`src/rtl/izh_spike_decoder_if.sv`:
```
// Sample-stream and ISI-event bus between neuron/consumer (master) and spike decoder (slave).
// Combinational wiring only; evt_* follow valid/ready, sample side is strobed by ena.
interface izh_spike_decoder_if #(
  parameter int ISI_W = 16
);
  logic                    ena;
  logic signed [7:0]       v_in;
  logic                    evt_valid;
  logic                    evt_ready;
  logic [ISI_W-1:0]        evt_isi;
  logic                    evt_burst;

  modport master (
    output ena, v_in, evt_ready,
    input  evt_valid, evt_isi, evt_burst
  );

  modport slave (
    input  ena, v_in, evt_ready,
    output evt_valid, evt_isi, evt_burst
  );
endinterface

```
`src/rtl/izh_spike_decoder.sv`:
```
// Decodes membrane-voltage samples into spike pulses, counts, ISIs and burst runs; 1-cycle latency.
// One-entry ISI event register: a new event is dropped (sticky ovf) when full and evt_ready is low.
module izh_spike_decoder #(
  parameter logic signed [7:0] THRESH    = 8'sd64,
  parameter logic signed [7:0] REARM     = -8'sd32,
  parameter int                ISI_W     = 16,
  parameter int                CNT_W     = 16,
  parameter int                BURST_ISI = 8
) (
  input  logic                 i_clk,
  input  logic                 i_rst,
  izh_spike_decoder_if.slave   bus,
  input  logic                 i_clr_cnt,
  output logic                 o_spike,
  output logic [CNT_W-1:0]     o_spike_count,
  output logic                 o_evt_ovf,
  output logic                 o_in_burst,
  output logic                 o_burst_done,
  output logic [7:0]           o_burst_len
);

  localparam logic [0:0]       ST_ARMED  = 1'b0;
  localparam logic [0:0]       ST_FIRED  = 1'b1;
  localparam logic [ISI_W-1:0] BURST_LIM = ISI_W'(BURST_ISI);

  logic [0:0]       r_state;
  logic [ISI_W-1:0] r_isi_cnt;
  logic             r_have_prev;
  logic [7:0]       r_run;
  logic             r_spike;
  logic [CNT_W-1:0] r_spike_count;
  logic             r_evt_valid;
  logic [ISI_W-1:0] r_evt_isi;
  logic             r_evt_burst;
  logic             r_evt_ovf;
  logic             r_in_burst;
  logic             r_burst_done;
  logic [7:0]       r_burst_len;

  logic             w_fire;
  logic             w_rearm;
  logic             w_isi_burst;
  logic             w_new_evt;
  logic             w_run_multi;
  logic             w_timeout;
  logic [7:0]       w_run_nxt;
  logic             w_bdone_nxt;

  assign w_fire      = bus.ena && (r_state == ST_ARMED) && (bus.v_in > THRESH);
  assign w_rearm     = bus.ena && (r_state == ST_FIRED) && (bus.v_in < REARM);
  assign w_isi_burst = (r_isi_cnt <= BURST_LIM);
  assign w_new_evt   = w_fire && r_have_prev;
  assign w_run_multi = (r_run >= 8'd2);
  // A run ends once the gap since the last spike exceeds the burst interval.
  assign w_timeout   = bus.ena && !w_fire && (r_isi_cnt == BURST_LIM) && w_run_multi;

  always_comb begin
    w_run_nxt   = r_run;
    w_bdone_nxt = 1'b0;
    if (w_fire) begin
      if (r_have_prev && w_isi_burst) begin
        w_run_nxt = (r_run == 8'hFF) ? r_run : r_run + 8'd1;
      end else begin
        w_bdone_nxt = w_run_multi;
        w_run_nxt   = 8'd1;
      end
    end else if (w_timeout) begin
      w_bdone_nxt = 1'b1;
      w_run_nxt   = 8'd1;
    end
  end

  always_ff @(posedge i_clk) begin
    if (i_rst) begin
      r_state       <= ST_ARMED;
      r_isi_cnt     <= '0;
      r_have_prev   <= 1'b0;
      r_run         <= 8'd0;
      r_spike       <= 1'b0;
      r_spike_count <= '0;
      r_evt_valid   <= 1'b0;
      r_evt_isi     <= '0;
      r_evt_burst   <= 1'b0;
      r_evt_ovf     <= 1'b0;
      r_in_burst    <= 1'b0;
      r_burst_done  <= 1'b0;
      r_burst_len   <= 8'd0;
    end else begin
      r_spike      <= w_fire;
      r_run        <= w_run_nxt;
      r_in_burst   <= (w_run_nxt >= 8'd2);
      r_burst_done <= w_bdone_nxt;
      if (w_bdone_nxt) r_burst_len <= r_run;

      if (w_fire) begin
        r_state     <= ST_FIRED;
        r_have_prev <= 1'b1;
      end else if (w_rearm) begin
        r_state <= ST_ARMED;
      end

      if (bus.ena) begin
        if (w_fire)                r_isi_cnt <= {{(ISI_W-1){1'b0}}, 1'b1};
        else if (r_isi_cnt != '1)  r_isi_cnt <= r_isi_cnt + 1'b1;
      end

      if (w_new_evt && (!r_evt_valid || bus.evt_ready)) begin
        r_evt_valid <= 1'b1;
        r_evt_isi   <= r_isi_cnt;
        r_evt_burst <= w_isi_burst;
      end else if (r_evt_valid && bus.evt_ready) begin
        r_evt_valid <= 1'b0;
      end

      if (i_clr_cnt)                                          r_evt_ovf <= 1'b0;
      else if (w_new_evt && r_evt_valid && !bus.evt_ready)    r_evt_ovf <= 1'b1;

      if (i_clr_cnt)                           r_spike_count <= '0;
      else if (w_fire && r_spike_count != '1)  r_spike_count <= r_spike_count + 1'b1;
    end
  end

  assign bus.evt_valid = r_evt_valid;
  assign bus.evt_isi   = r_evt_isi;
  assign bus.evt_burst = r_evt_burst;
  assign o_spike       = r_spike;
  assign o_spike_count = r_spike_count;
  assign o_evt_ovf     = r_evt_ovf;
  assign o_in_burst    = r_in_burst;
  assign o_burst_done  = r_burst_done;
  assign o_burst_len   = r_burst_len;

endmodule

```
`src/flat_wrapper.sv`:
```
// flat-port wrapper written by rule: the top's interface ports become plain ports
module izh_spike_decoder_flat 
#(
  parameter logic signed [7:0] THRESH    = 8'sd64,
  parameter logic signed [7:0] REARM     = -8'sd32,
  parameter int                ISI_W     = 16,
  parameter int                CNT_W     = 16,
  parameter int                BURST_ISI = 8
)
  (i_clk, i_rst, i_clr_cnt, o_spike, o_spike_count, o_evt_ovf, o_in_burst, o_burst_done, o_burst_len, bus_ena, bus_v_in, bus_evt_ready, bus_evt_valid, bus_evt_isi, bus_evt_burst);
  izh_spike_decoder_if #(.ISI_W(ISI_W)) bus_i ();
  input  logic i_clk;
  input  logic i_rst;
  input  logic i_clr_cnt;
  output logic o_spike;
  output logic [CNT_W-1:0] o_spike_count;
  output logic o_evt_ovf;
  output logic o_in_burst;
  output logic o_burst_done;
  output logic [7:0] o_burst_len;
  input wire logic [$bits(bus_i.ena)-1:0] bus_ena;
  input wire logic [$bits(bus_i.v_in)-1:0] bus_v_in;
  input wire logic [$bits(bus_i.evt_ready)-1:0] bus_evt_ready;
  output wire logic [$bits(bus_i.evt_valid)-1:0] bus_evt_valid;
  output wire logic [$bits(bus_i.evt_isi)-1:0] bus_evt_isi;
  output wire logic [$bits(bus_i.evt_burst)-1:0] bus_evt_burst;
  assign bus_i.ena = bus_ena;
  assign bus_i.v_in = bus_v_in;
  assign bus_i.evt_ready = bus_evt_ready;
  assign bus_evt_valid = bus_i.evt_valid;
  assign bus_evt_isi = bus_i.evt_isi;
  assign bus_evt_burst = bus_i.evt_burst;
  izh_spike_decoder #(.THRESH(THRESH), .REARM(REARM), .ISI_W(ISI_W), .CNT_W(CNT_W), .BURST_ISI(BURST_ISI)) u_core (.i_clk(i_clk), .i_rst(i_rst), .bus(bus_i), .i_clr_cnt(i_clr_cnt), .o_spike(o_spike), .o_spike_count(o_spike_count), .o_evt_ovf(o_evt_ovf), .o_in_burst(o_in_burst), .o_burst_done(o_burst_done), .o_burst_len(o_burst_len));
endmodule
```
`config.mk`:
```
export PLATFORM = sky130hd
export DESIGN_NAME = izh_spike_decoder_flat
export DESIGN_NICKNAME = d
export VERILOG_FILES = /design/src/rtl/izh_spike_decoder_if.sv /design/src/rtl/izh_spike_decoder.sv /design/src/flat_wrapper.sv
export SDC_FILE = /design/constraint.sdc
export NUM_CORES = 1
export LEC_CHECK = 0
export CAP_MARGIN = 20
export CORE_UTILIZATION = 30
export DETAILED_ROUTE_END_ITERATION = 16
export PLACE_DENSITY = 0.54
export SLEW_MARGIN = 0
export SYNTH_ARGS = -nofsm -noshare
export SYNTH_HDL_FRONTEND = slang
export SYNTH_SLANG_ARGS = --single-unit
```
`constraint.sdc`:
```
create_clock -name i_clk -period 2.27 [get_ports i_clk]
set_input_delay 0.454 -clock i_clk [delete_from_list [all_inputs] [get_ports i_clk]]
set_output_delay 0.454 -clock i_clk [all_outputs]
set_load 0.02 [all_outputs]
```
==> impl_metrics.toml, run 1 <==
[timing]
finClkSkew_ns = 0.0115
finalCritPeriodShare = 0.979
setup_slack_ns = 0.0467
fin_crit_ns = 2.22
tightestPinTransition_ns = 0.495
finalSetupViolCount = 0
fmax_ghz = 0.450
relSlewSlack = 0.669
rsz0062_at_grt = "true"
maxSlewViolCount = 0
hold_violations = 0

[clocking]
path_clk_slew_ns = 0.08
clock_sinks = 72
htree_levels = 3
cts_buffer_depth = 2
numCtsBuffers = 9
postCtsHoldBufs = 0
cts_tree = "done"
clock_latency_ns = 0.35
root_buffer = "clkbuf_8"

[logic_synthesis]
ys_warn_count = 0
yosysUniqueCellTypes = 49
synth_fp_nets = 410
async_flop_share = 0
avgSynthCellArea_um2 = 8.32
synth_seq_cells = 72
synthCells = 392
ys.flop_type = "dfxtp_1"
synth-edff-count = 0
synth-seq-area-share = 0.442
syn_area_um2 = 3260

[floorplan]
io-pin-count = 59
die_w_um = 106
rows = 37
start_util = 0.313
die_y_um = 106
core_area_um2 = 10400
die_area_um2 = 11300

[power_and_ir_drop]
power.internal_mw = 1.84
switchingPower_mw = 0.559
seqPwrFrac = 0.533
power_density_nw_per_um2 = 516
vdd_drop_max_v = 0.000354
netSwitchingFraction = 0.233
p_clk_frac = 0.414
power.leakage_nw = 1.60
combPwrFrac = 0.053

[detailed_routing]
routedWlPerCell_um = 13.6
routed_wl_um = 8620
via_per_inst = 4.99
wl_met1_um = 4110
topRoutingLayerUsed = "met4"
dr_wl_met3_um = 409
drcViolationCount = 0
num_vias = 3171
ant_nets = 0
drt_iter0_drc = 124
firstDrtPassIters = 4
wl_met2_um = 3950

[min_path]
holdCritPathClass = "reg -> reg"

[layout]
drive_gt1_frac = 0.188
layout.nets = 512
area_delta_synth_final_pct = 42.2
insertedDiodeCount = 0
fin_cells = 635

[worst_setup_path]
cp.required_ns = 2.54
slowest_stage = "or4_4"
critPathArrivalTime_ns = 2.50
cp_max_fo = 8
path_class = "reg -> reg"
cp_slowest_stage_delay_ns = 0.57
critPathMostFrequentCell = "buf_6"
cp.buffers_inverters = 2
start_kind = "flop"
path_cells = "or4_4 -> buf_6 -> a2111oi_4 -> buf_6 -> a41oi_1 -> a21oi_2 -> nor4_2 -> a41oi_2"
crit_family = "compound AO/OA/AOI/OAI gates"
endpoint_kind = "flop"

[placed_design]
portBuffers = 58
gp_congestion = 0.854
post-place-ws_ns = -0.185
dp.cells = 618
hpwlAfterDp_um = 6210

[global_route]
antenna_found_initial = 0
grtUsageTotal = 0.158
grt_pass1_vias = 3011
grt_max_degree = 25
grt-ovfl-total = 0
grt_pass1_wl_um = 14200

[status]
outcome = "finished, final reports clean"

[run]
timing.max_cap.violations = 0
[power by group through the flow]
stage	combinational [mW]	clock [mW]	sequential (mW)
final	0.127	0.992	1.28
after global routing	0.141	1.08	1.28
after CTS	0.124	1.02	1.28
after detailed placement	0.123	0	1.31
after global placement	0.123	0	1.31
after floorplan	0.0579	0	1.31
[flip-flops by register name, indices dropped and copies added (netlist names), 8 cells and up]
register / cells
u_core.r_isi_cnt: 16
u_core.bus.evt_isi: 16
u_core.o_spike_count: 16
u_core.r_run: 8
u_core.o_burst_len: 8
[synthesized netlist by cell type, drive strengths merged (2+ instances only)]
| master | number | share of area |
|---|---|---|
| xor2 | 8 | 0.021 |
| nor4b | 2 | 0.0073 |
| nor2b | 6 | 0.012 |
| and2 | 2 | 0.0038 |
| nand3 | 20 | 0.032 |
| or4 | 5 | 0.014 |
| buf | 5 | 0.0092 |
| a211oi | 3 | 0.0069 |
| a21o | 2 | 0.0046 |
| and4 | 3 | 0.0081 |
| nor3 | 9 | 0.014 |
| or2 | 2 | 0.0038 |
| a21oi | 39 | 0.060 |
| nand2b | 4 | 0.0077 |
| nor2 | 48 | 0.055 |
| dfxtp | 72 | 0.44 |
| a41oi | 5 | 0.016 |
| ha | 5 | 0.019 |
| o21ai | 12 | 0.018 |
| or3 | 7 | 0.013 |
| xnor2 | 9 | 0.024 |
| inv | 7 | 0.0081 |
| mux2i | 9 | 0.028 |
| clkbuf | 12 | 0.014 |
| a31oi | 2 | 0.0038 |
| nand2 | 59 | 0.068 |
| nand4 | 11 | 0.021 |
| nor4 | 7 | 0.015 |
| and3 | 5 | 0.0096 |
[cell families after synthesis]
family / after synthesis / synth area share
simple gates: 195 / 0.299
buf+inv: 24 / 0.0311
flops: 72 / 0.442
compound gates: 70 / 0.136
fa+ha+maj: 5 / 0.0192
mux: 9 / 0.0276
xor+xnor: 17 / 0.0456
[metal layers]
layer / track usage / vias to the layer above
met5: 0 / -
met4: 0.0605 / 0
met3: 0.0435 / 18
met2: 0.253 / 84
met1: 0.200 / 1486
li1: - / 1583
[what timing repair did]
item | 4_1_cts | 5_1_grt
endpoints found under the hold margin | 0 | 0
setup buffers | 0 | 1
endpoints found under the setup margin | 2 | 17
gates resized for setup | 4 | 17
pin swaps | 0 | 8
[worst min-delay path: cells and delay by family (launching register included)]
kind / cells / cell delay, ns
flip-flops: 1 / 0.31
AND/OR/NAND/NOR: 1 / 0.05
AO/OA/AOI/OAI: 1 / 0.05
[cell type report]
type,instances,area (um2)
fillers,1031,5780
multi-input cells,296,1810
flip-flops and latches,72,1450
repair buffers,108,1000
well taps,136,170
clock buffers,11,131
clock inverters,5,57.6
inverters,7,26.3
[through the flow]
step / hold slack (ns) / cell area, um2 / power (mW) / TNS, ns / util
final: 0.458 / 4640 / 2.40 / 0 / 0.446
after detailed placement: 0.452 / 4350 / 1.43 / -3.46 / 0.417
after global placement: 0.445 / 4350 / 1.43 / -3.00 / 0.417
after CTS: 0.463 / 4550 / 2.42 / 0 / 0.437
after global routing: 0.476 / 4640 / 2.50 / -0.0564 / 0.446
after floorplan: 0.449 / 3260 / 1.36 / 0 / -
[final timing paths]
kind              cells past startpoint                  from                    to  slack [ns]
hold / removal                        2  u_core.bus.evt_burst  u_core.bus.evt_burst        0.46
setup / recovery                      8  u_core.r_isi_cnt[15]     u_core.o_in_burst        0.05
hold reg to reg                       2  u_core.bus.evt_burst  u_core.bus.evt_burst        0.46
setup reg to reg                      8  u_core.r_isi_cnt[15]     u_core.o_in_burst        0.05
[cells in the final DEF, fill, tap and decap left out, drive strengths merged, types with 7 or more instances in the layout]
| master | instances |
|---|---|
| a21oi | 39 |
| buf | 50 |
| clkbuf | 11 |
| clkdlybuf4s50 | 58 |
| dfxtp | 72 |
| inv | 7 |
| mux2i | 9 |
| nand2 | 59 |
| nand3 | 20 |
| nand4 | 11 |
| nor2 | 48 |
| nor3 | 9 |
| nor4 | 7 |
| o21ai | 12 |
| or3 | 7 |
| xnor2 | 9 |
| xor2 | 8 |
Power figures use the tool's default switching activity.
==> inputs of run 2 (changes only) <==
CELL_PAD_IN_SITES_DETAIL_PLACEMENT = 0   (was default)
CELL_PAD_IN_SITES_GLOBAL_PLACEMENT = 2   (was default)
CORE_UTILIZATION = 28   (was 30)
PLACE_DENSITY = 0.78   (was 0.54)
==> run 2 against run 1 <==
  * Combinational power down 4%
  * Final area up 2.8%
  * Global-route usage about the same
  * Maximum frequency up 1.2%
  * Clock power up 59%
  * Worst hold slack worse by 0.0060 ns
  * Worst setup slack better by 0.027 ns
  * Register-to-register slack better by 0.03 ns
  * Critical path depth unchanged
  * Cell count up 1.6%
  * Non-clock buffer count up 3
  * Highest routed layer unchanged
  * Largest cell class unchanged
==> impl_metrics.toml, run 2 (synthesized netlist as in run 1, its figures left out) <==
[timing]
finClkSkew_ns = 0.00848
finalSetupViolCount = 0
rsz0062_at_grt = "true"
relSlewSlack = 0.638
holdWs_ns = 0.452
finalCritPeriodShare = 0.968
maxSlewViolCount = 0
fmax_ghz = 0.455
fin_crit_ns = 2.20
hold_violations = 0
tightestPinTransition_ns = 0.541

[worst_setup_path]
worstReg2RegStart = "u_core.r_isi_cnt[11]"
cp.required_ns = 2.54
critPathArrivalTime_ns = 2.47
start_kind = "flop"
cp_max_fo = 7
reg2reg_to = "u_core.o_in_burst"
endpoint_kind = "flop"
ff2ff_setup_slack_ns = 0.07
reg2regPathDepth = 8
path_class = "reg -> reg"

[detailed_routing]
routedWlPerCell_um = 13.7
ant_nets = 0
drt_iter0_drc = 154
drcViolationCount = 0
via_per_inst = 4.82
num_vias = 3106
firstDrtPassIters = 4
routed_wl_um = 8810

[min_path]
hold_depth = 2
holdCritPathClass = "reg -> reg"
hp-start = "u_core.bus.evt_isi[12]"
hold-path-endpoint = "u_core.bus.evt_isi[12]"

[clocking]
clock_sinks = 72
numCtsBuffers = 9
clock_latency_ns = 0.34
postCtsHoldBufs = 0
cts_tree = "done"
path_clk_slew_ns = 0.06
cts_buffer_depth = 2
root_buffer = "clkbuf_16"
htree_levels = 3

[layout]
nFillCells = 1150
final_cell_mix = "dfxtp_1 (72), nand2_1 (59), clkdlybuf4s50_1 (58), buf_4 (49), nor2_1 (48)"
insertedDiodeCount = 0
ff_latch_area_um2 = 1440
multi_input_area_um2 = 1770
mostFrequentLayoutCell = "dfxtp_1"
area_delta_synth_final_pct = 46.2
drive_gt1_frac = 0.179
layout.nets = 515
final_util = 0.420

[status]
outcome = "finished, final reports clean"

[floorplan]
die_y_um = 110
core_area_um2 = 11400
start_util = 0.287
rows = 39
io-pin-count = 59
die_area_um2 = 12100
die_w_um = 110

[global_route]
grt_pass1_vias = 3001
grt_pass1_wl_um = 14500
grtUsageTotal = 0.158
grt-ovfl-total = 0
grt_max_degree = 25
antenna_found_initial = 0

[power_and_ir_drop]
power_density_nw_per_um2 = 625
totalPowerFinal_mw = 2.98
power.leakage_nw = 1.66
vdd_drop_max_v = 0.000429

[placed_design]
portBuffers = 58
hpwlAfterDp_um = 6340
gp_congestion = 0.794

[run]
timing.max_cap.violations = 0
==> run 2: stage by stage <==
step	std cells	worst slack (ns)	setup TNS, ns	area (um2)
after global routing	645	-0.0463	-0.0591	4770
after CTS	643	0.00586	0	4730
after detailed placement	627	-0.179	-4.27	4370
final	645	0.0736	0	4770
after floorplan	392	0.0747	0	3260
after global placement	627	-0.167	-3.77	4370
==> run 2: final cells by class <==
type                       count  share of cell area
tap                          143              0.0375
timing repair buffer         111               0.214
sequential                    72               0.302
clock buffer                  12              0.0537
clock inverter                 4              0.0160
multi-input combinational    296               0.372
inverter                       7             0.00551
==> run 2: worst max-delay path, cell delays in order (launching register included) <==
cell and delay (ns):
dfxtp_1 0.31, or4_4 0.57, a2111oi_4 0.33, buf_4 0.19, buf_6 0.12, o2111ai_1 0.14
a21oi_2 0.21, nor4_2 0.07, a41oi_2 0.18
==> run 2: power by group <==
part           internal (mW)  switching (mW)  total [mW]  leakage, nW
logic                 0.0568          0.0654       0.122        0.920
registers               1.27         0.00797        1.28        0.581
clock network           1.02           0.556        1.58        0.159
total                   2.35           0.629        2.98         1.66
==> run 2: worst max-delay path by stage <==
| stage | start | end | cells past startpoint |
|---|---|---|---|
| after floorplan | u_core.r_isi_cnt[8] | u_core.o_burst_len[4] | 7 |
| after global routing | u_core.r_isi_cnt[12] | u_core.o_in_burst | 9 |
| after global placement | bus_v_in[5] | u_core.o_in_burst | 10 |
| after CTS | u_core.r_isi_cnt[12] | u_core.o_in_burst | 9 |
| after detailed placement | bus_v_in[5] | u_core.r_isi_cnt[5] | 10 |
| final | u_core.r_isi_cnt[11] | u_core.o_in_burst | 8 |
==> run 2: what timing repair did <==
action                     CTS  global route
hold endpoints to repair     0             0
setup buffers                0             2
gates resized for setup      4             7
setup endpoints to repair    2            12
pin swaps                    1             2
==> run 2: per-layer routing <==
metal,global-route usage,vias up,share of wire
li1,-,1593,-
met1,0.194,1448,0.47
met2,0.259,52,0.47
met3,0.0403,13,0.034
met4,0.0705,0,0.022
met5,0,-,0
==> inputs of run 3 (changes only) <==
PLACE_DENSITY = 0.8   (was 0.78)
==> run 3 against run 2 <==
  * Critical path type unchanged
  * Critical endpoint unchanged
  * Core utilization down 0.48 points
  * Worst hold slack lost 0.0019 ns
  * First-iteration DRC count down 18%
  * Register-to-register slack gained 0.02 ns
  * Via count barely moved
==> impl_metrics.toml, run 3 (synthesized netlist as in run 1, its figures left out) <==
[status]
outcome = "finished, final reports clean"

[detailed_routing]
dr_wl_met3_um = 380
routedWlPerCell_um = 13.7
drcViolationCount = 0
firstDrtPassIters = 4
ant_nets = 0
num_vias = 3104
wl_met2_um = 4170
drt_iter0_drc = 126
topRoutingLayerUsed = "met4"
wl_met1_um = 4140
via_per_inst = 4.83
routed_wl_um = 8810

[timing]
hold_violations = 0
finalCritPeriodShare = 0.959
maxSlewViolCount = 0
rsz0062_at_grt = "true"
fin_crit_ns = 2.18
finalSetupViolCount = 0
fmax_ghz = 0.459
relSlewSlack = 0.615
finClkSkew_ns = 0.00830
tightestPinTransition_ns = 0.577

[clocking]
cts_buffer_depth = 2
clock_latency_ns = 0.34
cts_tree = "done"
path_clk_slew_ns = 0.06
numCtsBuffers = 9
htree_levels = 3
cts_setup_buffers = 0
clock_sinks = 72
postCtsHoldBufs = 0
root_buffer = "clkbuf_16"

[floorplan]
die_w_um = 110
start_util = 0.287
die_area_um2 = 12100
io-pin-count = 59
rows = 39
core_area_um2 = 11400
die_y_um = 110

[layout]
mostFrequentLayoutCell = "dfxtp_1"
fin_area_um2 = 4720
final_cell_mix = "dfxtp_1 (72), nand2_1 (59), clkdlybuf4s50_1 (58), nor2_1 (48), buf_4 (47)"
insertedDiodeCount = 0
layout.nets = 513
area_delta_synth_final_pct = 44.6
drive_gt1_frac = 0.176

[worst_setup_path]
crit_start = "u_core.r_isi_cnt[9]"
reg2regPathDepth = 7
critPathArrivalTime_ns = 2.45
path_class = "reg -> reg"
slowest_stage = "or4_4"
ff2ff_setup_slack_ns = 0.09
worstReg2RegStart = "u_core.r_isi_cnt[9]"
cp_slowest_stage_delay_ns = 0.56
start_kind = "flop"
cp.required_ns = 2.54
cp_max_fo = 9
reg2reg_to = "u_core.o_in_burst"
endpoint_kind = "flop"
crit_end = "u_core.o_in_burst"
path_cells = "or4_4 -> a2111oi_4 -> buf_6 -> nand4_1 -> a21oi_1 -> nor4_2 -> a41oi_2"

[power_and_ir_drop]
totalPowerFinal_mw = 2.75
vdd_drop_max_v = 0.000299
power_density_nw_per_um2 = 583
power.leakage_nw = 1.65

[global_route]
grtUsageTotal = 0.160
grt-ovfl-total = 0
antenna_found_initial = 0
grt_pass1_vias = 3000
grt_max_degree = 42
grt_pass1_wl_um = 14700

[placed_design]
gp_congestion = 0.776
portBuffers = 58
hpwlAfterDp_um = 6280
placed_area_um2 = 4370

[min_path]
holdCritPathClass = "reg -> reg"

[run]
timing.max_cap.violations = 0
[run 3: critical path: cells and delay by family, from the launching register on]
family          cells  cell delay [ns]
compound gates      3             0.84
simple gates        3             0.75
flops               1             0.34
buf+inv             1             0.19
[run 3: worst min-delay path by stage]
| stage | startpoint | to | slack [ns] | cells after the start |
|---|---|---|---|---|
| CTS | u_core.bus.evt_isi[12] | u_core.bus.evt_isi[12] | 0.46 | 2 |
| detailed placement | u_core.bus.evt_isi[12] | u_core.bus.evt_isi[12] | 0.45 | 2 |
| global route | u_core.bus.evt_isi[9] | u_core.bus.evt_isi[9] | 0.47 | 2 |
| floorplan | u_core.r_state | u_core.r_state | 0.45 | 2 |
| global placement | u_core.bus.evt_isi[12] | u_core.bus.evt_isi[12] | 0.44 | 2 |
| finish | u_core.bus.evt_isi[12] | u_core.bus.evt_isi[12] | 0.45 | 2 |
[run 3: layout make-up]
cell class	instances	area (um2)
Fill cell	1150	6650
Multi-Input combinational cell	296	1780
Sequential cell	72	1440
Timing Repair Buffer	109	1000
Clock buffer	11	253
Tap cell	143	179
Clock inverter	5	31.3
Inverter	7	26.3
[run 3: routing by layer]
layer / global-route usage / vias up
met1: 0.202 / 1451
li1: - / 1586
met4: 0.0629 / 0
met5: 0 / -
met3: 0.0551 / 10
met2: 0.248 / 57
[run 3: report_power, final]
part / total (mW) / switching [mW] / internal (mW) / leakage (nW)
Sequential: 1.28 / 0.0104 / 1.27 / 0.581
Clock: 1.35 / 0.554 / 0.795 / 0.141
Combinational: 0.119 / 0.0632 / 0.0559 / 0.929
[run 3: through the flow]
| stage | setup TNS (ns) | hold WS (ns) | util | worst slack [ns] | cells |
|---|---|---|---|---|---|
| after floorplan | 0 | 0.449 | - | 0.0747 | 392 |
| after global placement | -2.98 | 0.443 | 0.385 | -0.161 | 627 |
| after detailed placement | -3.83 | 0.447 | 0.385 | -0.175 | 627 |
| after CTS | 0 | 0.455 | 0.411 | 0.0282 | 643 |
| after global routing | -0.0386 | 0.467 | 0.415 | -0.0315 | 643 |
| final | 0 | 0.450 | 0.415 | 0.0926 | 643 |
[run 3: repair_timing]
item / in CTS / in global routing
setup endpoints to repair: 3 / 7
pin swaps: 1 / 3
gates resized for setup: 4 / 7
